==> config.mk <==
export PLATFORM = sky130hd
export DESIGN_NAME = rng_block_qualifier
export DESIGN_NICKNAME = d
export VERILOG_FILES = /design/src/rtl/rng_health_pkg.sv /design/src/rtl/rng_word_packer.sv /design/src/rtl/rng_block_qualifier.sv
export SDC_FILE = /design/constraint.sdc
export NUM_CORES = 1
export LEC_CHECK = 0
export CAP_MARGIN = 20
export CELL_PAD_IN_SITES_DETAIL_PLACEMENT = 1
export CELL_PAD_IN_SITES_GLOBAL_PLACEMENT = 1
export CORE_MARGIN = 2
export CORE_UTILIZATION = 30
export CTS_CLUSTER_DIAMETER = 200
export DETAILED_ROUTE_END_ITERATION = 12
export HOLD_SLACK_MARGIN = 0.06
export PLACE_DENSITY_LB_ADDON = 0.1
export SETUP_SLACK_MARGIN = 0.3
export SLEW_MARGIN = 20
export SYNTH_ARGS = -nofsm -noshare
export SYNTH_HDL_FRONTEND = slang
export SYNTH_SLANG_ARGS = --single-unit
==> constraint.sdc <==
create_clock -name clk -period 4.3 [get_ports clk]
set_input_delay 0.86 -clock clk [delete_from_list [all_inputs] [get_ports clk]]
set_output_delay 0.86 -clock clk [all_outputs]
set_load 0.02 [all_outputs]
==> src/rtl/rng_health_pkg.sv <==
// -----------------------------------------------------------------------------
// rng_health_pkg
// Shared types and constants for the PUF randomness health-qualification path.
//   DEFAULT_BLOCK_N : bits per statistical-test block (must match the tests)
//   FAIL_RUN_W      : width of the consecutive-failure counter
//   MAX_TESTS       : widest pass vector the verdict struct can carry
//   verdict_t       : evaluated block verdict (ok flag + per-test fail mask)
// -----------------------------------------------------------------------------
package rng_health_pkg;

    localparam int DEFAULT_BLOCK_N = 20000;
    localparam int FAIL_RUN_W      = 8;
    localparam int MAX_TESTS       = 16;

    typedef struct packed {
        logic                 ok;
        logic [MAX_TESTS-1:0] mask;
    } verdict_t;

    // Unused test lanes are padded with 1 by the caller, so they can never
    // show up as failures and never spoil the ok flag.
    function automatic verdict_t eval_verdict(input logic [MAX_TESTS-1:0] pass_ext);
        verdict_t v;
        v.mask = ~pass_ext;
        v.ok   = ~|v.mask;
        return v;
    endfunction

    function automatic logic [FAIL_RUN_W-1:0] sat_inc(input logic [FAIL_RUN_W-1:0] x);
        return (&x) ? x : x + 1'b1;
    endfunction

endpackage

==> src/rtl/rng_word_packer.sv <==
// -----------------------------------------------------------------------------
// rng_word_packer
// Packs a serial bit stream LSB-first into W-bit words and presents them on a
// single-entry valid/ready holding register. Completed words are discarded
// while keep is low; a completed word that finds the holding register occupied
// (and not being accepted) is dropped and sets the sticky overrun flag.
// Ports:
//   clk, rst (sync, active-high)
//   bit_in    : one raw bit per cycle
//   keep      : source qualified healthy; completed words are offered only then
//   out_data  : held word, stable while out_valid && !out_ready
//   out_valid : holding register full
//   out_ready : downstream accepts on the edge where out_valid && out_ready
//   overrun   : sticky, a completed word was lost to a full holding register
// -----------------------------------------------------------------------------
module rng_word_packer #(
    parameter int W = 32
) (
    input  logic         clk,
    input  logic         rst,
    input  logic         bit_in,
    input  logic         keep,
    output logic [W-1:0] out_data,
    output logic         out_valid,
    input  logic         out_ready,
    output logic         overrun
);

    localparam int PW = $clog2(W);

    logic [PW-1:0] bit_cnt;
    logic [W-2:0]  shreg;      // the W-1 bits received before the current one
    logic [W-1:0]  word_next;  // word as it would look if completed this edge
    logic          word_done;
    logic          accept;
    logic          can_load;

    assign word_next = {bit_in, shreg};
    assign word_done = (bit_cnt == PW'(W - 1));
    assign accept    = out_valid && out_ready;
    // An accept on this edge frees the slot, so load and accept can coincide.
    assign can_load  = !out_valid || out_ready;

    // NOTE: sequential state is written with non-blocking assignments only, so
    // every flop samples pre-edge values regardless of statement order.
    always_ff @(posedge clk) begin
        if (rst) begin
            bit_cnt   <= '0;
            shreg     <= '0;
            out_data  <= '0;
            out_valid <= 1'b0;
            overrun   <= 1'b0;
        end else begin
            bit_cnt <= word_done ? '0 : bit_cnt + 1'b1;
            shreg   <= word_next[W-1:1];

            if (word_done && keep && can_load) begin
                out_data  <= word_next;
                out_valid <= 1'b1;
            end else begin
                if (accept) begin
                    out_valid <= 1'b0;
                end
                // Reaching here with a kept word means the slot was full and
                // not draining.
                if (word_done && keep) begin
                    overrun <= 1'b1;
                end
            end
        end
    end

endmodule

==> src/rtl/rng_block_qualifier.sv <==
// -----------------------------------------------------------------------------
// rng_block_qualifier
// Downstream stage of the PUF randomness test bank. Mirrors the tests' N-bit
// block framing, samples their pass levels VERDICT_LAT cycles after each
// block's last bit, tracks consecutive failures with a sticky alarm, and
// releases packed raw words only while the source is qualified healthy.
//
// Build option: define RNG_QUAL_STATS_EN to add the blocks_total /
// blocks_failed evaluated-verdict counters (cleared by rst only).
//
// Ports:
//   clk, rst        : clock, synchronous active-high reset
//   rand_bit        : raw bit, one per cycle (same stream the tests see)
//   pass            : per-test pass levels
//   alarm_clr       : clears alarm and fail_run
//   verdict_valid   : one-cycle strobe per evaluated block
//   verdict_ok      : last sampled pass vector was all ones
//   fail_mask       : inverted last sampled pass vector
//   fail_run        : consecutive failed verdicts, saturating at 255
//   alarm           : sticky health alarm
//   out_data/out_valid/out_ready : packed-word handshake
//   overrun         : sticky, a completed word was dropped
//   blocks_total, blocks_failed  : (RNG_QUAL_STATS_EN only) saturating counts
// -----------------------------------------------------------------------------
module rng_block_qualifier
    import rng_health_pkg::*;
#(
    parameter int N             = DEFAULT_BLOCK_N,
    parameter int NUM_TESTS     = 3,
    parameter int VERDICT_LAT   = 3,
    parameter int MAX_FAIL      = 3,
    parameter int WARMUP_BLOCKS = 1,
    parameter int W             = 32
) (
    input  logic                  clk,
    input  logic                  rst,
    input  logic                  rand_bit,
    input  logic [NUM_TESTS-1:0]  pass,
    input  logic                  alarm_clr,
    output logic                  verdict_valid,
    output logic                  verdict_ok,
    output logic [NUM_TESTS-1:0]  fail_mask,
    output logic [FAIL_RUN_W-1:0] fail_run,
    output logic                  alarm,
    output logic [W-1:0]          out_data,
    output logic                  out_valid,
    input  logic                  out_ready,
    output logic                  overrun
`ifdef RNG_QUAL_STATS_EN
    ,
    output logic [15:0]           blocks_total,
    output logic [15:0]           blocks_failed
`endif
);

    localparam int CW = $clog2(N);

    logic [CW-1:0]         bit_cnt;
    logic                  block_seen;   // at least one full block since reset
    logic [3:0]            warm_cnt;
    logic                  warm_done;
    logic                  sample;
    logic                  evaluate;
    logic [MAX_TESTS-1:0]  pass_ext;
    verdict_t              v_new;
    verdict_t              verdict_q;
    logic [FAIL_RUN_W-1:0] run_inc;
    logic                  alarm_set;
    logic                  healthy;

    // NOTE: every variable assigned in always_comb gets a full default first,
    // so no path can leave it unassigned and infer a latch.
    always_comb begin
        pass_ext                = '1;
        pass_ext[NUM_TESTS-1:0] = pass;
    end

    assign v_new = eval_verdict(pass_ext);

    // VERDICT_LAT < N, so the sample edge always falls at bit VERDICT_LAT-1 of
    // the following block; block_seen suppresses that point in the very first
    // block, which has no predecessor.
    assign sample    = block_seen && (bit_cnt == CW'(VERDICT_LAT - 1));
    assign warm_done = (warm_cnt == 4'(WARMUP_BLOCKS));
    assign evaluate  = sample && warm_done;

    assign run_inc   = sat_inc(fail_run);
    assign alarm_set = !v_new.ok && (run_inc >= FAIL_RUN_W'(MAX_FAIL));

    assign healthy    = warm_done && verdict_q.ok && !alarm;
    assign verdict_ok = verdict_q.ok;
    assign fail_mask  = NUM_TESTS'(verdict_q.mask);

    // NOTE: only control and status registers exist here, and all of them are
    // reset; the packer's data path is cleared too so out_data reads 0 out of reset.
    always_ff @(posedge clk) begin
        if (rst) begin
            bit_cnt       <= '0;
            block_seen    <= 1'b0;
            warm_cnt      <= '0;
            verdict_valid <= 1'b0;
            verdict_q     <= '0;
            fail_run      <= '0;
            alarm         <= 1'b0;
        end else begin
            bit_cnt <= (bit_cnt == CW'(N - 1)) ? '0 : bit_cnt + 1'b1;
            if (bit_cnt == CW'(N - 1)) begin
                block_seen <= 1'b1;
            end

            verdict_valid <= evaluate;

            // Warm-up verdicts are swallowed without touching health state.
            if (sample && !warm_done) begin
                warm_cnt <= warm_cnt + 1'b1;
            end

            if (evaluate) begin
                verdict_q <= v_new;
                if (v_new.ok) begin
                    fail_run <= '0;
                    if (alarm_clr) begin
                        alarm <= 1'b0;
                    end
                end else if (alarm_set) begin
                    // An alarm-setting verdict beats a coincident clear.
                    fail_run <= run_inc;
                    alarm    <= 1'b1;
                end else if (alarm_clr) begin
                    fail_run <= '0;
                    alarm    <= 1'b0;
                end else begin
                    fail_run <= run_inc;
                end
            end else if (alarm_clr) begin
                fail_run <= '0;
                alarm    <= 1'b0;
            end
        end
    end

`ifdef RNG_QUAL_STATS_EN
    always_ff @(posedge clk) begin
        if (rst) begin
            blocks_total  <= '0;
            blocks_failed <= '0;
        end else if (evaluate) begin
            if (~&blocks_total) begin
                blocks_total <= blocks_total + 16'd1;
            end
            if (!v_new.ok && ~&blocks_failed) begin
                blocks_failed <= blocks_failed + 16'd1;
            end
        end
    end
`endif

    rng_word_packer #(
        .W (W)
    ) u_packer (
        .clk       (clk),
        .rst       (rst),
        .bit_in    (rand_bit),
        .keep      (healthy),
        .out_data  (out_data),
        .out_valid (out_valid),
        .out_ready (out_ready),
        .overrun   (overrun)
    );

endmodule

## Yosys cells after proc, flatten, opt, wreduce, memory -nomap -nowiden

Index checks and enable logic that the tools add are counted.

- Word-level logic and storage cells: 57
- Input port bits: 8
- Flip-flop bits (word level): 104

- Bitwise logic cells: 2
- Reduce and logical (&&, ||, !) cells: 21
- Add/subtract/negate cells: 4
- Eq/ne operators: 4
- $lt $le $gt $ge: 1
- Multiplexer cells: 12

Operators by type and width:

| cell | number |
|---|---|
| $mux W8 | 6 |
| $not A16 Y16 | 1 |
| $reduce_or A16 Y1 | 1 |
| $add A15 B1 Y15 const B | 1 |
| $eq A15 B15 Y1 const B | 1 |
| $eq A15 B2 Y1 const B | 1 |
| $logic_and A1 B1 Y1 | 9 |
| $add A8 B1 Y8 const B | 1 |
| $ge A8 B2 Y1 const B | 1 |
| $reduce_and A8 Y1 | 1 |
| $mux W1 | 6 |
| $add A5 B1 Y5 const B | 1 |
| $eq A5 B5 Y1 const B | 1 |
| $add A4 B1 Y4 const B | 1 |
| $eq A4 B1 Y1 const B | 1 |
| $logic_not A1 Y1 | 4 |
| $reduce_bool A2 Y1 | 2 |
| $reduce_or A2 Y1 | 2 |
| $reduce_and A2 Y1 | 1 |
| $logic_or A1 B1 Y1 | 1 |
| $not A1 Y1 | 1 |

## Logic depth before layout (Yosys ltp)

- Word-level depth: 7
- Mapped depth: 8
- Mapped depth without buffers: 7

## Modules after synthesis

Synthesis repeated with hierarchy kept, for this count alone.

- Cell total of the unflattened synthesis: 397
- Area total of the unflattened synthesis: 4036.4 um2

By module, submodules not included:

| module | cells an instance | area an instance (um2) | times used |
|---|---|---|---|
| rng_word_packer | 195 | 2338.5 | 1 |
| rng_block_qualifier | 202 | 1697.9 | 1 |

## Worst setup path before layout

Ideal clock, no wire load.

- Path kind: input -> register
- Start point: input port rst
- End point: register fail_run[2]
- Path buffers: 3
- Setup time: 0.132 ns
- Cell stages on the path: 4
- Required time: 4.168 ns
- Slack: 2.433 ns
- Arrival: 1.734 ns
- Cells stage by stage: clkbuf_1 -> clkbuf_1 -> clkbuf_1 -> a21oi_1

RTL lines:

| item | RTL line | source |
|---|---|---|
| start, declared | rng_block_qualifier.sv:36 | `input logic rst,` |
| end signal, assigned | rng_block_qualifier.sv:127 | `fail_run <= run_inc;` |
| end signal, assigned | rng_block_qualifier.sv:133 | `fail_run <= run_inc;` |
| end, declared | rng_block_qualifier.sv:43 | `output logic [FAIL_RUN_W-1:0] fail_run,` |

No word-level cell between the ends.

## Worst setup path in the final report

- Start point: register bit_cnt[1]
- End point: register fail_run[6]

- Word-level cells in the longest chain between the ends: 4

RTL lines:

| item | RTL line | source |
|---|---|---|
| start, declared | rng_block_qualifier.sv:58 | `logic [CW-1:0] bit_cnt;` |
| start signal, assigned | rng_block_qualifier.sv:106 | `bit_cnt <= (bit_cnt == CW'(N - 1)) ? '0 : bit_cnt + 1'b1;` |
| $eq A15 B2 Y1 * | rng_block_qualifier.sv:83 | `assign sample = block_seen && (bit_cnt == CW'(VERDICT_LAT - 1));` |
| $logic_and A1 B1 Y1 * | rng_block_qualifier.sv:83 |  |
| $logic_and A1 B1 Y1 * | rng_block_qualifier.sv:85 | `assign evaluate = sample && warm_done;` |
| $mux W8 or $reduce_bool A2 Y1 (tied branches) | n/a |  |

Every way passes the cells marked *; elsewhere a longest branch is shown, timed or not.
A chain may end at the register's enable or synchronous reset.

==> flow_summary.yaml <==
run_status:
  status: "finished clean"
flow_run:
  max-cap-violations: 0
timing:
  maxSlewHeadroom_pct: 59.3
  worst_hold_slack_ns: 0.447
  clock.fmax_mhz: 423
  rsz0062_at_grt: "false"
  clock_skew_ns: 0.00842
  setup_viol: 0
  slew_violations: 0
  fin_crit_sh_pct: 54.9
  tns_ns: 0
  period_minus_slack_ns: 2.36
  tightest_slew_ns: 0.610
  hold_viol_final: 0
pwr:
  power_density_nw_per_um2: 401
  max-vdd-ir-drop_uv: 257
  leakagePower_nw: 1.75
global_routing:
  grt_use_met2_pct: 21.1
  grt_usage_pct: 13.3
  antenna_found_initial: 0
  grt_util_met3_pct: 2.23
  use_met1_pct: 17.8
  grt_pass1_vias: 3161
  grt_remaining_overflow: 0
  grt_max_degree: 39
  grt_pass1_wl_microns: 15300
  grt_busiest_layer: "met2"
cts:
  cts-hold-fix-buffers: 0
  root_buffer: "clkbuf_16"
  cts_tree: "built"
  cts_setup_buffers: 0
  cts_buffers: 9
  cts_resized: 0
  insertion_delay_ns: 0.34
  clockBufferDepth: 2
  h-tree-depth: 3
  cts_sinks: 104
  path_clk_slew_ns: 0.07
worst_setup_path:
  criticalPathCategory: "reg -> reg"
  worst_path_max_delay_cell: "nor3_1"
  required_ns: 4.56
  cp_slowest_stage_delay_ns: 0.58
  crit_fanout: 17
  cp.arrival_ns: 2.62
  regToRegSetupSlack_ns: 1.94
  path_cells: "ha_1, nor4b_2, nand4_2, nor3_1, buf_4, a31oi_1, nor3_1"
  path_common_cell: "nor3_1"
  ff2ff_path_depth: 7
  worst_setup_path_end_kind: "flip-flop"
  reg2reg_from: "bit_cnt[1]"
  start_kind: "flip-flop"
  critPathLaunch: "bit_cnt[1]"
  r2r_end: "fail_run[6]"
synthesis:
  yosysUniqueCellTypes: 41
  syn_inst: 438
  synth_warnings: 0
  ys_ff_latch: 104
  ys_top_cells_by_area: "dfxtp_1, nand2_1, a21oi_1"
  mappedNetlistNets: 453
  synth_top_area_share_pct: 53.6
  avgSynthCellArea_sq_um: 8.87
  synth_top_cell_by_area: "dfxtp_1"
  netlist_area_sq_um: 3890
  seq_area_frac_synth_pct: 53.6
min_path:
  hold_path_depth: 2
  hold_end: "u_packer.out_data[17]"
  min_path_type: "reg -> reg"
  min-delay-start: "u_packer.shreg[17]"
placement:
  numPortBuffers: 55
  dp_hpwl_microns: 5720
  place_congestion: 0.747
route:
  via_per_inst: 4.67
  wl_per_cell_microns: 13.2
  drc: 0
  dr.first_iter.drc_count: 140
  ant_nets: 0
  drtPass1Iterations: 4
  vias: 3092
  wl_microns: 8750
finish:
  fillers: 1514
  area_growth_syn_to_layout_pct: 27.3
  drive_gt1_share_pct: 6.12
  antennaDiodeCount: 0
  finalNetCount: 500
floorplan:
  die_h_microns: 118
  die_area_sq_um: 13900
  die_w_microns: 118
  num_rows: 41
  io_pins: 56
  core_area_sq_um: 12600
  initial_core_util_pct: 30.8
-- power breakdown --
group / internal, W / switching, W / total [W]
Sequential: 0.000969 / 0.00000622 / 0.000975
Combinational: 0.0000148 / 0.0000248 / 0.0000396
Clock: 0.000594 / 0.000374 / 0.000967
-- cell type report --
type                    count  area [sq um]  area share [%]
flip-flops and latches    104          2080            42.1
multi-input cells         301          1670            33.8
repair buffers             60           583            11.8
clock buffers              10           239            4.83
well taps                 172           215            4.35
clock inverters             6           119            2.40
inverters                   9          33.8           0.683
-- logic make-up after synthesis --
logic type	share of synthesized area, %
AO/OA/AOI/OAI	10.1
XOR/XNOR	3.83
adder cells (fa/ha/maj)	2.25
buffers and inverters	3.41
flip-flops	53.6
multiplexers	0.258
AND/OR/NAND/NOR	26.6
-- metal layers --
layer,vias to the layer above,share of wire (%)
met2,37,46
met1,1483,50
met3,9,2.3
met4,0,1.4
li1,1563,-
met5,-,0
-- worst max-delay path by stage --
stage	endpoint	slack, ns	depth (start not counted)
3_5_place_dp	fail_run[6]	1.75	6
3_3_place_gp	fail_run[6]	1.78	6
5_1_grt	fail_run[6]	1.71	7
6_report	fail_run[6]	1.94	7
4_1_cts	fail_run[2]	1.90	1
2_1_floorplan	fail_run[2]	2.43	4
-- critical path: cells and delay by family (launching register included) --
kind                     cells  cell delay [ns]
AND/OR/NAND/NOR              4             1.35
adder cells (fa/ha/maj)      1             0.17
buffers and inverters        1             0.24
flip-flops                   1             0.42
AO/OA/AOI/OAI                1             0.08
-- flip-flops by register name (all words and copies together), names as in the netlist --
| register | flops |
|---|---|
| verdict_valid | 1 |
| bit_cnt | 15 |
| u_packer.shreg | 31 |
| u_packer.out_valid | 1 |
| u_packer.overrun | 1 |
| block_seen | 1 |
| u_packer.out_data | 32 |
| fail_mask | 3 |
| fail_run | 8 |
| verdict_ok | 1 |
| alarm | 1 |
| u_packer.bit_cnt | 5 |
| warm_cnt | 4 |
-- through the flow --
step	setup slack [ns]	cells	cell area (sq um)	total power (W)	utilization, %
floorplan	2.43	438	3890	0.00102	-
global placement	1.78	646	4590	0.00104	36.4
detailed placement	1.75	646	4590	0.00104	36.4
CTS	1.90	662	4950	0.00201	39.2
global route	1.71	662	4950	0.00206	39.2
finish	1.94	662	4950	0.00198	39.2
-- placed cells by master, fill, tap and decap left out, types with 3 or more instances in the layout --
cell and instances:
a21oi_1 51, nand4_1 4, nand3_1 13, o21ai_0 12, inv_1 9, nand2_1 75, and3_1 9, nor2b_1 33
bufinv_16 3, xor2_1 9, clkbuf_16 9, buf_4 5, nor2_1 29, nor3_1 15, dfxtp_1 104, clkdlybuf4s50_1 54
xnor2_1 8, or3_1 4, nor3b_1 3, and4_1 3, ha_1 7
-- cell usage after synthesis --
library cell  instances
nor3b_1               3
nand2b_1              2
xor2_1                9
ha_1                  7
nor4b_2               2
nor3b_2               1
nor4b_1               1
mux2i_1               1
buf_1                 4
and2_1                1
or4_1                 1
clkbuf_1             13
nor2b_1              33
buf_2                 7
nand4b_1              1
a32o_1                1
a41o_1                1
and4_1                3
nand3_1              13
a21oi_1              51
or3_1                 4
xnor2_1               8
nand4_2               1
and3_1                9
a31oi_1               1
or2_2                 1
nand2_1              75
nor3_1               15
a311o_1               1
dfxtp_1             104
o21ba_2               1
nor2_1               30
o211ai_1              2
o31ai_1               1
nor4_2                1
nor4_1                2
nand4_1               4
o21ai_0              12
or2_0                 1
inv_1                 9
a41oi_1               1
Note: power is estimated with default switching activity, not from simulation.
